--- config.mk ---
export PLATFORM = sky130hd
export DESIGN_NAME = im_boot_ctrl
export DESIGN_NICKNAME = d
export VERILOG_FILES = /design/src/rtl/im_boot_ctrl.sv
export SDC_FILE = /design/constraint.sdc
export NUM_CORES = 1
export LEC_CHECK = 0
export BUFFER_PORTS_ARGS = -buffer_cell sky130_fd_sc_hd__buf_2
export CORE_MARGIN = 2
export CORE_UTILIZATION = 50
export CTS_CLUSTER_DIAMETER = 30
export DETAILED_ROUTE_END_ITERATION = 12
export PLACE_DENSITY = 0.76
export SLEW_MARGIN = 30
export SYNTH_ARGS = -nofsm -noshare
export SYNTH_HDL_FRONTEND = slang
export SYNTH_SLANG_ARGS = --single-unit
--- constraint.sdc ---
create_clock -name clk -period 1.8 [get_ports clk]
set_input_delay 0.36 -clock clk [delete_from_list [all_inputs] [get_ports clk]]
set_output_delay 0.36 -clock clk [all_outputs]
set_load 0.01 [all_outputs]
--- src/rtl/im_boot_ctrl.sv ---
// Purpose: boot loader that packs a big-endian byte stream into 32-bit words and writes them to the IM from address 0, holding the CPU stalled until the load ends.
// Latency: a word's write strobe appears one cycle after its 4th byte is accepted; a partial tail word is written in the cycle after the FLUSH state.
// Backpressure: in_ready is high for the whole LOAD state, so throughput is 1 byte/cycle; it is low in all other states.
module im_boot_ctrl #(
  parameter int DEPTH_LOG2 = 10
) (
  input  logic                  clk,
  input  logic                  reset,
  input  logic                  boot_req,
  input  logic                  in_valid,
  input  logic [7:0]            in_data,
  input  logic                  in_last,
  output logic                  in_ready,
  output logic                  im_we,
  output logic [DEPTH_LOG2-1:0] im_waddr,
  output logic [31:0]           im_wdata,
  output logic                  cpu_hold,
  output logic                  cpu_start,
  output logic [DEPTH_LOG2:0]   word_count,
  output logic                  err_overflow,
  output logic [1:0]            state
);

  typedef enum logic [1:0] {
    S_IDLE  = 2'd0,
    S_LOAD  = 2'd1,
    S_FLUSH = 2'd2,
    S_RUN   = 2'd3
  } state_t;

  // Word count at which the IM is full; further completions are dropped.
  localparam logic [DEPTH_LOG2:0] FULL_CNT = {1'b1, {DEPTH_LOG2{1'b0}}};
  localparam logic [DEPTH_LOG2:0] ONE_CNT  = {{DEPTH_LOG2{1'b0}}, 1'b1};

  state_t                state_q, state_d;
  logic [1:0]            bcnt_q, bcnt_d;
  // Only the three most recent bytes are kept; the 4th comes straight from in_data.
  logic [23:0]           asm_q, asm_d;
  logic [DEPTH_LOG2:0]   wcnt_q, wcnt_d;
  logic                  err_q, err_d;
  logic                  we_q, we_d;
  logic [DEPTH_LOG2-1:0] waddr_q, waddr_d;
  logic [31:0]           wdata_q, wdata_d;
  logic                  rdy_q, rdy_d;
  logic                  hold_q, hold_d;
  logic                  start_q, start_d;

  logic                  accept;
  logic                  commit;
  logic [31:0]           commit_word;
  logic [31:0]           pad_word;

  assign accept = in_valid & rdy_q & (state_q == S_LOAD);

  // Left-justify whatever bytes are pending and zero-fill the rest.
  always_comb begin
    pad_word = 32'h0;
    case (bcnt_q)
      2'd1:    pad_word = {asm_q[7:0], 24'h0};
      2'd2:    pad_word = {asm_q[15:0], 16'h0};
      2'd3:    pad_word = {asm_q[23:0], 8'h0};
      default: pad_word = 32'h0;
    endcase
  end

  // Next-state, byte assembly and write scheduling.
  always_comb begin
    state_d     = state_q;
    bcnt_d      = bcnt_q;
    asm_d       = asm_q;
    wcnt_d      = wcnt_q;
    err_d       = err_q;
    we_d        = 1'b0;
    waddr_d     = waddr_q;
    wdata_d     = wdata_q;
    commit      = 1'b0;
    commit_word = 32'h0;

    case (state_q)
      S_IDLE: begin
        if (boot_req) begin
          state_d = S_LOAD;
          wcnt_d  = '0;
          bcnt_d  = 2'd0;
          err_d   = 1'b0;
        end
      end
      S_LOAD: begin
        // boot_req is deliberately ignored here; a load runs to in_last.
        if (accept) begin
          asm_d  = {asm_q[15:0], in_data};
          bcnt_d = bcnt_q + 2'd1;
          if (bcnt_q == 2'd3) begin
            commit      = 1'b1;
            commit_word = {asm_q, in_data};
          end
          if (in_last) begin
            state_d = S_FLUSH;
          end
        end
      end
      S_FLUSH: begin
        if (bcnt_q != 2'd0) begin
          commit      = 1'b1;
          commit_word = pad_word;
        end
        bcnt_d  = 2'd0;
        state_d = S_RUN;
      end
      S_RUN: begin
        if (boot_req) begin
          state_d = S_LOAD;
          wcnt_d  = '0;
          bcnt_d  = 2'd0;
          err_d   = 1'b0;
        end
      end
      default: begin
        state_d = S_IDLE;
      end
    endcase

    // A completed word either lands in the IM or, once it is full, only flags overflow.
    if (commit) begin
      if (wcnt_q == FULL_CNT) begin
        err_d = 1'b1;
      end else begin
        we_d    = 1'b1;
        waddr_d = wcnt_q[DEPTH_LOG2-1:0];
        wdata_d = commit_word;
        wcnt_d  = wcnt_q + ONE_CNT;
      end
    end

    // Handshake and CPU controls are derived from the state being entered so they are registered.
    rdy_d   = (state_d == S_LOAD);
    hold_d  = (state_d != S_RUN);
    start_d = (state_d == S_RUN) && (state_q != S_RUN);
  end

  // State and output registers; reset discards any write scheduled for the next cycle.
  always_ff @(posedge clk) begin
    if (!reset) begin
      state_q <= S_IDLE;
      bcnt_q  <= 2'd0;
      asm_q   <= 24'h0;
      wcnt_q  <= '0;
      err_q   <= 1'b0;
      we_q    <= 1'b0;
      waddr_q <= '0;
      wdata_q <= 32'h0;
      rdy_q   <= 1'b0;
      hold_q  <= 1'b1;
      start_q <= 1'b0;
    end else begin
      state_q <= state_d;
      bcnt_q  <= bcnt_d;
      asm_q   <= asm_d;
      wcnt_q  <= wcnt_d;
      err_q   <= err_d;
      we_q    <= we_d;
      waddr_q <= waddr_d;
      wdata_q <= wdata_d;
      rdy_q   <= rdy_d;
      hold_q  <= hold_d;
      start_q <= start_d;
    end
  end

  assign in_ready     = rdy_q;
  assign im_we        = we_q;
  assign im_waddr     = waddr_q;
  assign im_wdata     = wdata_q;
  assign cpu_hold     = hold_q;
  assign cpu_start    = start_q;
  assign word_count   = wcnt_q;
  assign err_overflow = err_q;
  assign state        = state_q;

endmodule

-- Yosys cells after proc, flatten, opt, wreduce, memory -nomap -nowiden
Index checks and enable logic that the tools add are counted.
Widths: inputs -> output; s select.
- register bits after elaboration: 86
- input bits: 13
- output and inout port bits: 60
- word-level logic and storage cells: 62
- add/subtract/negate cells: 2
- equal/unequal tests: 13
- mux-type cells: 25
- bitwise logic cells: 3
- reduce and logical (&&, ||, !) cells: 8
- operator list (cell ; number):
    $mux 32 ; 3
    $pmux 32 s3 ; 1
    $pmux 32 s2 ; 1
    $mux 11 ; 4
    $pmux 2 s3 ; 2
    $add 11x1->11 const B ; 1
    $eq 11x11->1 const B ; 1
    $eq 2x2->1 const B ; 5
    $mux 2 ; 5
    $mux 1 ; 8
    $reduce_and 2->1 ; 4
    $eq 2x1->1 const B ; 3
    $ne 2x2->1 const B ; 3
    $add 2x1->2 const B ; 1
    $and 1x1->1 ; 2
    $logic_not 2->1 ; 1
    $ne 2x1->1 const B ; 1
    $pmux 1 s2 ; 1
    $reduce_bool 2->1 ; 1
    $reduce_or 2->1 ; 1
    $logic_and 1x1->1 ; 1
    $not 1->1 ; 1

-- Logic depth before layout (Yosys ltp)
Gate-level depths: netlist of run 1.
- word-level depth: 6
- depth in mapped cells: 11
- depth with buffers taken out: 7

-- Worst setup path after synthesis of run 1
No wires, ideal clock.
- path type: reg-to-reg
- from: register state_q[0] (netlist: state[0])
- to: register wdata_q[30] (netlist: im_wdata[30])
- library setup time: 0.139 ns
- data arrival time: 1.794 ns
- required time: 1.661 ns
- slack: -0.133 ns
- cell stages (with the launch flop): 9
- buffers on the path: 2
- clock period less this slack: 1.933 ns
- cell sequence: dfxtp_1 > inv_1 > ha_1 > and2b_1 > and2_1 > buf_2 > buf_2 > a222oi_1 > a211oi_2
- word-level cells in the longest chain between the ends: 5
- elaborated cells on any way between the ends: 8
- classes of those cells: eq/ne (2); mux (4); bitwise (1); reduce/logical (1)
- RTL lines (what ; RTL line ; text):
    from (decl) ; 35 ; state_t state_q, state_d;
    from (signal assigned) ; 156 ; state_q <= state_d;
    $eq 2x1->1 ; 53, 79 ;
    $and 1x1->1 ; 53 ; assign accept = in_valid & rdy_q & (state_q == S_LOAD);
    $mux 1 ; 90 ; if (accept) begin
    $pmux 1 s2 ; 79 ; case (state_q)
    $reduce_and 2->1 (no line) ; n/a ;
    to (signal assigned) ; 163 ; wdata_q <= wdata_d;
    to (decl) ; 43 ; logic [31:0] wdata_q, wdata_d;
Several ways; a longest one is shown, not always the timed one.
A chain may end at the register's enable or synchronous reset.

-- Worst setup path after layout of run 1
- from: register state_q[1] (netlist: state[1])
- to: register wcnt_q[5] (netlist: word_count[5])
- word-level cells in the longest chain between the ends: 5
- elaborated cells on any way between the ends: 11
- classes of those cells: eq/ne (3); mux (5); bitwise (1); reduce/logical (2)
- RTL lines (what ; RTL line ; text):
    $eq 2x1->1, or another cell as far along ; 53, 79 ;
    $and 1x1->1 / $reduce_or 2->1 (equally long branches) ; n/a ;
    $mux 1 / $mux 11 (equally long branches) ; n/a ;
    $pmux 1 s2 / $mux 11 (equally long branches) ; 79, 125 ;
    $mux 11 (*) ; 124 ; if (commit) begin
    to (signal assigned) ; 159 ; wcnt_q <= wcnt_d;
    to (decl) ; 39 ; logic [DEPTH_LOG2:0] wcnt_q, wcnt_d;
Every way passes the cells marked *; elsewhere a longest branch is shown, timed or not.

==> qor.txt, run 1 <==
area of the die -> 8320 um^2
Final Util -> 0.661
DR pass1 iterations -> 5
gr usage total -> 0.243
pwr/cell area -> 769 nW/um^2
CP cell instances -> inv_1 -> ha_4 -> and4_4 -> buf_4 -> o21bai_2 -> buf_6 -> a2111o_1 -> o21ai_1
H-tree depth -> 3
Root Driver -> clkbuf_8
TNS Setup -> 0 ns
slowest CP cell -> dfxtp_4
Leakage -> 1.85 nW
kind of critical path -> flop to flop
CTS Buffer Depth -> 2
initial antenna violation count -> 0
fmax -> 556 MHz
Syn Area/Cell -> 8.62 um^2
post-synthesis register bit count -> 86
Critical Path AT -> 2.08 ns
Final Cycle Share -> 0.999
CORE AREA -> 7290 um^2
io pins -> 73
Post-synth ARST share -> 0
drt drc -> 0
critical path data required time -> 2.08 ns
Synth Net Count -> 463
routability cong. -> 0.894
CP top delay family -> compound AO/OA/AOI/OAI gates
via count -> 3705
Synth-to-Final Area Change -> 26.9%
Slew @ Worst Pin -> 0.435 ns
outcome -> complete, no violations
mapped cell area -> 3800 um^2
Setup Skew -> 0.0119 ns
DR vias/cell -> 5.85
Max Cap Viol -> 0
CP Capture Type -> flop
# port buffers -> 72
Worst Hold Class -> input port to flop
minimum clock period -> 1.80 ns
DR iter-0 viols -> 250
RSZ-0062 raised after global routing -> true
CTS tree -> built
Worst Path Max Fanout -> 5
Initial Util -> 0.521
post-synthesis sequential area ratio -> 0.453
Final Hold Viols -> 0
number of diodes -> 0
crit start category -> flop
DR WL/cell -> 16.8 um
headroom to the max-slew limit -> 0.710
hpwl dp -> 6820 um
CTS Buf Count -> 9
IR drop worst, VDD -> 0.506 mV
Worst-path clk slew -> 0.09 ns
Slew Limit Fails -> 0
Most used DFF post-synth -> dfxtp_1
Ys Warns -> 0
Hold Buf Count CTS -> 0
hold slack final -> 0.248 ns
vias in the first global route -> 3313
post-synth cell types -> 47
Clock Latency Late Sink -> 0.36 ns
CP peak stage delay -> 0.37 ns
layout cells sized above 1 -> 0.320
GR Overflow Total -> 0
Chip Height -> 91.2 um
final setup vio count -> 0
# rows -> 31
first-pass GRT wire length -> 16300 um
Post-Syn Instances -> 441
EDFF count, synth -> 0
CP Buf/Inv Count -> 3
Clock Sinks -> 86
final net count -> 551
Die X -> 91.2 um
drt total wl -> 10700 um
largest net degree at the start of global routing -> 44
Final ANT Viol Nets -> 0
layout by cell type (no fill, tap or decap), drive strengths merged:
cell type  netlist  layout
a32o             1       1
and4             3       3
nor2b            2       2
a21oi           72      72
a222oi           8       8
nor3             4       4
a211oi          16      16
o21a             1       1
and3             3       3
and2b            1       1
nor4             4       4
mux2i            2       2
o21ba            1       1
a2111o           1       1
clkinv           0       2
clkbuf          16      12
a211o            1       1
ha               9       9
a31oi            2       2
nor2             5       5
o21ai           32      32
nand4           23      23
nand2b           2       2
nand2           62      62
o211a            1       1
o221ai           3       3
and2             5       5
a21o             1       1
xnor2            1       1
o21bai           2       3
buf             25     116
nand3           15      15
bufinv           0       2
o22ai            2       2
a22oi            9       9
o32a             1       1
o211ai           2       2
inv             17      18
dfxtp           86      86
Yosys cell counts, types with 4 or more instances:
cell type  number  area share
dfxtp_1        86        0.45
a21oi_1        72       0.095
nand2_1        62       0.061
o21ai_1        28       0.037
nand4_1        23       0.038
inv_1          16       0.016
clkbuf_1       15       0.015
nand3_1        14       0.018
buf_2          12       0.016
a211oi_2       10       0.033
a22oi_1         9       0.018
ha_1            9       0.030
a222oi_1        8       0.021
a211oi_1        6       0.012
buf_4           6       0.012
and2_1          5      0.0082
buf_6           5       0.015
nor2_1          4      0.0039
nor3_1          4      0.0053
nor4_1          4      0.0066
o21ai_0         4      0.0053
worst paths after layout:
path | to | slack [ns] | cells after the start | from
max | word_count[5]$_SDFF_PN0_ | 0.003 | 8 | state[1]$_SDFF_PN0_
min | asm_q[6]$_SDFFE_PN0P_ | 0.25 | 3 | in_data[6]
max reg2reg | word_count[5]$_SDFF_PN0_ | 0.003 | 8 | state[1]$_SDFF_PN0_
min reg2reg | asm_q[21]$_SDFFE_PN0P_ | 0.46 | 2 | asm_q[21]$_SDFFE_PN0P_
flip-flops by register name (all words and copies together), names as in the netlist:
name,count
im_wdata,32
asm_q,24
word_count,11
im_waddr,10
bcnt_q,2
state,2
cpu_hold,1
cpu_start,1
err_overflow,1
im_we,1
in_ready,1
layout make-up:
| class | instances | area, um^2 |
|---|---|---|
| Fill cell | 613 | 2470 |
| Sequential cell | 86 | 1730 |
| Clock inverter | 5 | 80.1 |
| Multi-Input combinational cell | 298 | 1870 |
| Tap cell | 99 | 124 |
| Timing Repair Buffer | 117 | 798 |
| Inverter | 17 | 66.3 |
| Clock buffer | 11 | 151 |
worst register-to-register path: stages, from the launching register on:
cell and delay [ns]:
dfxtp_4 0.37, inv_1 0.09, ha_4 0.16, and4_4 0.21, buf_4 0.14, o21bai_2 0.11
buf_6 0.15, a2111o_1 0.37, o21ai_1 0.11
cells by family after synthesis:
kind of cell | synth area share
AO/OA/AOI/OAI | 0.265
AND/OR/NAND/NOR | 0.168
flip-flops | 0.453
buffers and inverters | 0.0774
adder cells (fa/ha/maj) | 0.0296
multiplexers | 0.00527
XOR/XNOR | 0.00230
metal layers:
metal | global-route usage | wire [um] | share of wire
met4 | 0.107 | 162 | 0.015
met2 | 0.367 | 5060 | 0.48
met5 | 0 | 0 | 0
met3 | 0.0423 | 616 | 0.058
met1 | 0.340 | 4810 | 0.45
report_power, final:
group | switching [W] | total (W) | internal [W]
combinational | 0.000131 | 0.000222 | 0.0000902
sequential | 0.0000182 | 0.00193 | 0.00191
clock | 0.000699 | 0.00156 | 0.000859
total | 0.000848 | 0.00371 | 0.00286
through the flow:
step / instances / area, um^2 / power (W) / worst slack, ns
finish: 633 / 4820 / 0.00371 / 0.00265
global route: 633 / 4820 / 0.00382 / -0.0442
CTS: 629 / 4710 / 0.00370 / 0.00311
detailed placement: 609 / 4410 / 0.00216 / -0.0970
global placement: 609 / 4410 / 0.00216 / -0.0191
floorplan: 441 / 3820 / 0.00208 / -0.0154
repair_timing:
action / in CTS / in global routing
endpoints found under the setup margin: 27 / 44
buffers inserted: 4 / 2
pin swaps: 5 / 12
gates resized for setup: 10 / 16
gates cloned: 0 / 2
Power figures use the tool's default switching activity.
==> inputs of run 2 (changes only) <==
Settings changed: BUFFER_PORTS_ARGS -buffer_cell sky130_fd_sc_hd__buf_2 to -buffer_cell sky130_fd_sc_hd__clkbuf_2, PLACE_DENSITY 0.76 to default, PLACE_DENSITY_LB_ADDON from default to 0.08.
==> run 2 against run 1 <==
Net effect:
- count of clock-buffer cells in the layout down 2
- combinational power up 2%
- critical endpoint is now im_wdata[19]$_SDFFE_PN0P_
- fmax down 2.0%
- total power down 8.0%
- core utilization up 2.3 points
- final cell count up 2.2%
- the flow now finishes with violations (setup timing)
==> qor.txt, run 2 (same netlist as run 1, synthesis figures left out) <==
sw frac -> 0.261
CORE AREA -> 7290 um^2
Worst Hold Class -> input port to flop
IR drop worst, VDD -> 0.382 mV
headroom to the max-slew limit -> 0.712
Final Hold Viols -> 0
minimum clock period -> 1.83 ns
CP peak stage delay -> 0.36 ns
kind of critical path -> flop to flop
pwr/cell area -> 685 nW/um^2
clock share of power -> 0.369
power share of the combinational group -> 0.066
hpwl dp -> 6780 um
via count -> 3786
worst reg2reg endpoint -> im_wdata[19]$_SDFFE_PN0P_
Setup WS post-layout -> -0.0349 ns
Max Cap Viol -> 0
fmax -> 545 MHz
H-tree depth -> 3
Worst Path Max Fanout -> 8
largest net degree at the start of global routing -> 38
number of diodes -> 0
commonest non-fill, non-tap cell in the layout -> dfxtp_1
DR pass1 iterations -> 5
RSZ-0062 raised after global routing -> true
slowest CP cell -> dfxtp_4
Hold Path End -> asm_q[5]$_SDFFE_PN0P_
gr usage total -> 0.244
first-pass GRT wire length -> 16600 um
routability cong. -> 0.912
drt total wl -> 10700 um
CP Capture Type -> flop
final net count -> 565
fin cells -> 647
Die X -> 91.2 um
GR Overflow Total -> 0
DR WL/cell -> 16.5 um
R2R setup slack -> -0.03 ns
Synth-to-Final Area Change -> 31.3%
Critical Path AT -> 2.11 ns
Clock Latency Late Sink -> 0.36 ns
crit start category -> flop
Final Cycle Share -> 1.02
finished layout cell area -> 4990 um^2
layout cells sized above 1 -> 0.358
CTS Buf Count -> 9
P_int -> 0.00253 W
critical path data required time -> 2.07 ns
final setup vio count -> 1
Inst Count DP -> 619
# rows -> 31
worst setup path start -> state[0]$_SDFF_PN0_
sequential power share -> 0.565
placed cell area -> 4460 um^2
Clock Sinks -> 86
Slew @ Worst Pin -> 0.432 ns
fillcell total -> 615
Root Driver -> clkbuf_8
Hold Buf Count CTS -> 0
drt drc -> 0
io pins -> 73
CTS Buffer Depth -> 2
# port buffers -> 72
R2R depth -> 8
Setup Skew -> 0.00963 ns
Multi-input gate area -> 1950 um^2
Final ANT Viol Nets -> 0
area of the die -> 8320 um^2
Slew Limit Fails -> 0
failing checks -> setup timing
flip-flop and latch area -> 1730 um^2
P_sw -> 0.000890 W
Worst-path clk slew -> 0.09 ns
Initial Util -> 0.521
Chip Height -> 91.2 um
Hold Startpoint -> in_data[5]
outcome -> finished with violations
WHS Path Cells -> 3
Leakage -> 1.86 nW
DR iter-0 viols -> 276
vias in the first global route -> 3396
FF-to-FF Start -> state[0]$_SDFF_PN0_
DR vias/cell -> 5.85
TNS Setup -> -0.0349 ns
initial antenna violation count -> 0
Largest register FFs -> 32
commonest cells after routing, fill and taps aside -> dfxtp_1 (82), clkbuf_2 (72), a21oi_1 (71), nand2_1 (62), buf_4 (44)
CTS tree -> built
CP cell instances -> inv_4 -> ha_4 -> and2b_2 -> buf_6 -> o21bai_4 -> nor2_4 -> clkbuf_16 -> a211oi_2
run 2: routing by layer:
layer / part of all wire / GRT usage / wire (um)
met5: 0 / 0 / 0
met3: 0.053 / 0.0382 / 569
met1: 0.47 / 0.351 / 5020
met4: 0.012 / 0.0770 / 128
met2: 0.46 / 0.377 / 4940
run 2: repair_timing:
action / in CTS / in global routing
gates cloned: 0 / 4
buffers inserted: 4 / 5
pin swaps: 9 / 18
setup endpoints to repair: 43 / 49
resized for setup: 18 / 33
run 2: worst max-delay path, delay by kind of cell, from the launching register on:
family,cells,cell delay [ns]
adder cells (fa/ha/maj),1,0.15
flip-flops,1,0.36
buffers and inverters,3,0.35
AND/OR/NAND/NOR,2,0.33
AO/OA/AOI/OAI,2,0.56
run 2: how the worst max path moves through the flow:
stage                     cells past startpoint  slack [ns]                        end
after floorplan                              11       -0.02   word_count[6]$_SDFF_PN0_
after global placement                        6       -0.07  im_wdata[31]$_SDFFE_PN0P_
after detailed placement                      7        -0.1  im_wdata[16]$_SDFFE_PN0P_
after CTS                                     8       0.001   word_count[7]$_SDFF_PN0_
after global routing                          8       -0.08  im_wdata[19]$_SDFFE_PN0P_
final                                         8       -0.03  im_wdata[19]$_SDFFE_PN0P_
run 2: power groups by stage:
| stage | Sequential (W) | Clock (W) | Combinational (W) |
|---|---|---|---|
| floorplan | 0.00198 | 0 | 0.000107 |
| global placement | 0.00197 | 0 | 0.000199 |
| detailed placement | 0.00197 | 0 | 0.000201 |
| CTS | 0.00193 | 0.00129 | 0.000206 |
| global route | 0.00193 | 0.00138 | 0.000248 |
| finish | 0.00193 | 0.00126 | 0.000226 |
run 2: metrics by stage:
step           worst slack, ns   util  hold WS (ns)  total power (W)
3_3_place_gp           -0.0696  0.612         0.441          0.00217
4_1_cts                0.00120  0.651         0.214          0.00342
5_1_grt                -0.0804  0.684         0.230          0.00356
6_report               -0.0349  0.684         0.226          0.00342
2_1_floorplan          -0.0154      -         0.436          0.00208
3_5_place_dp           -0.0969  0.612         0.449          0.00217
run 2: area by class of cell:
class,instances,share of cell area
clock buffers,9,0.0248
clock inverters,7,0.0118
inverters,17,0.0133
multi-input cells,298,0.391
flip-flops and latches,86,0.347
well taps,99,0.0248
repair buffers,131,0.187
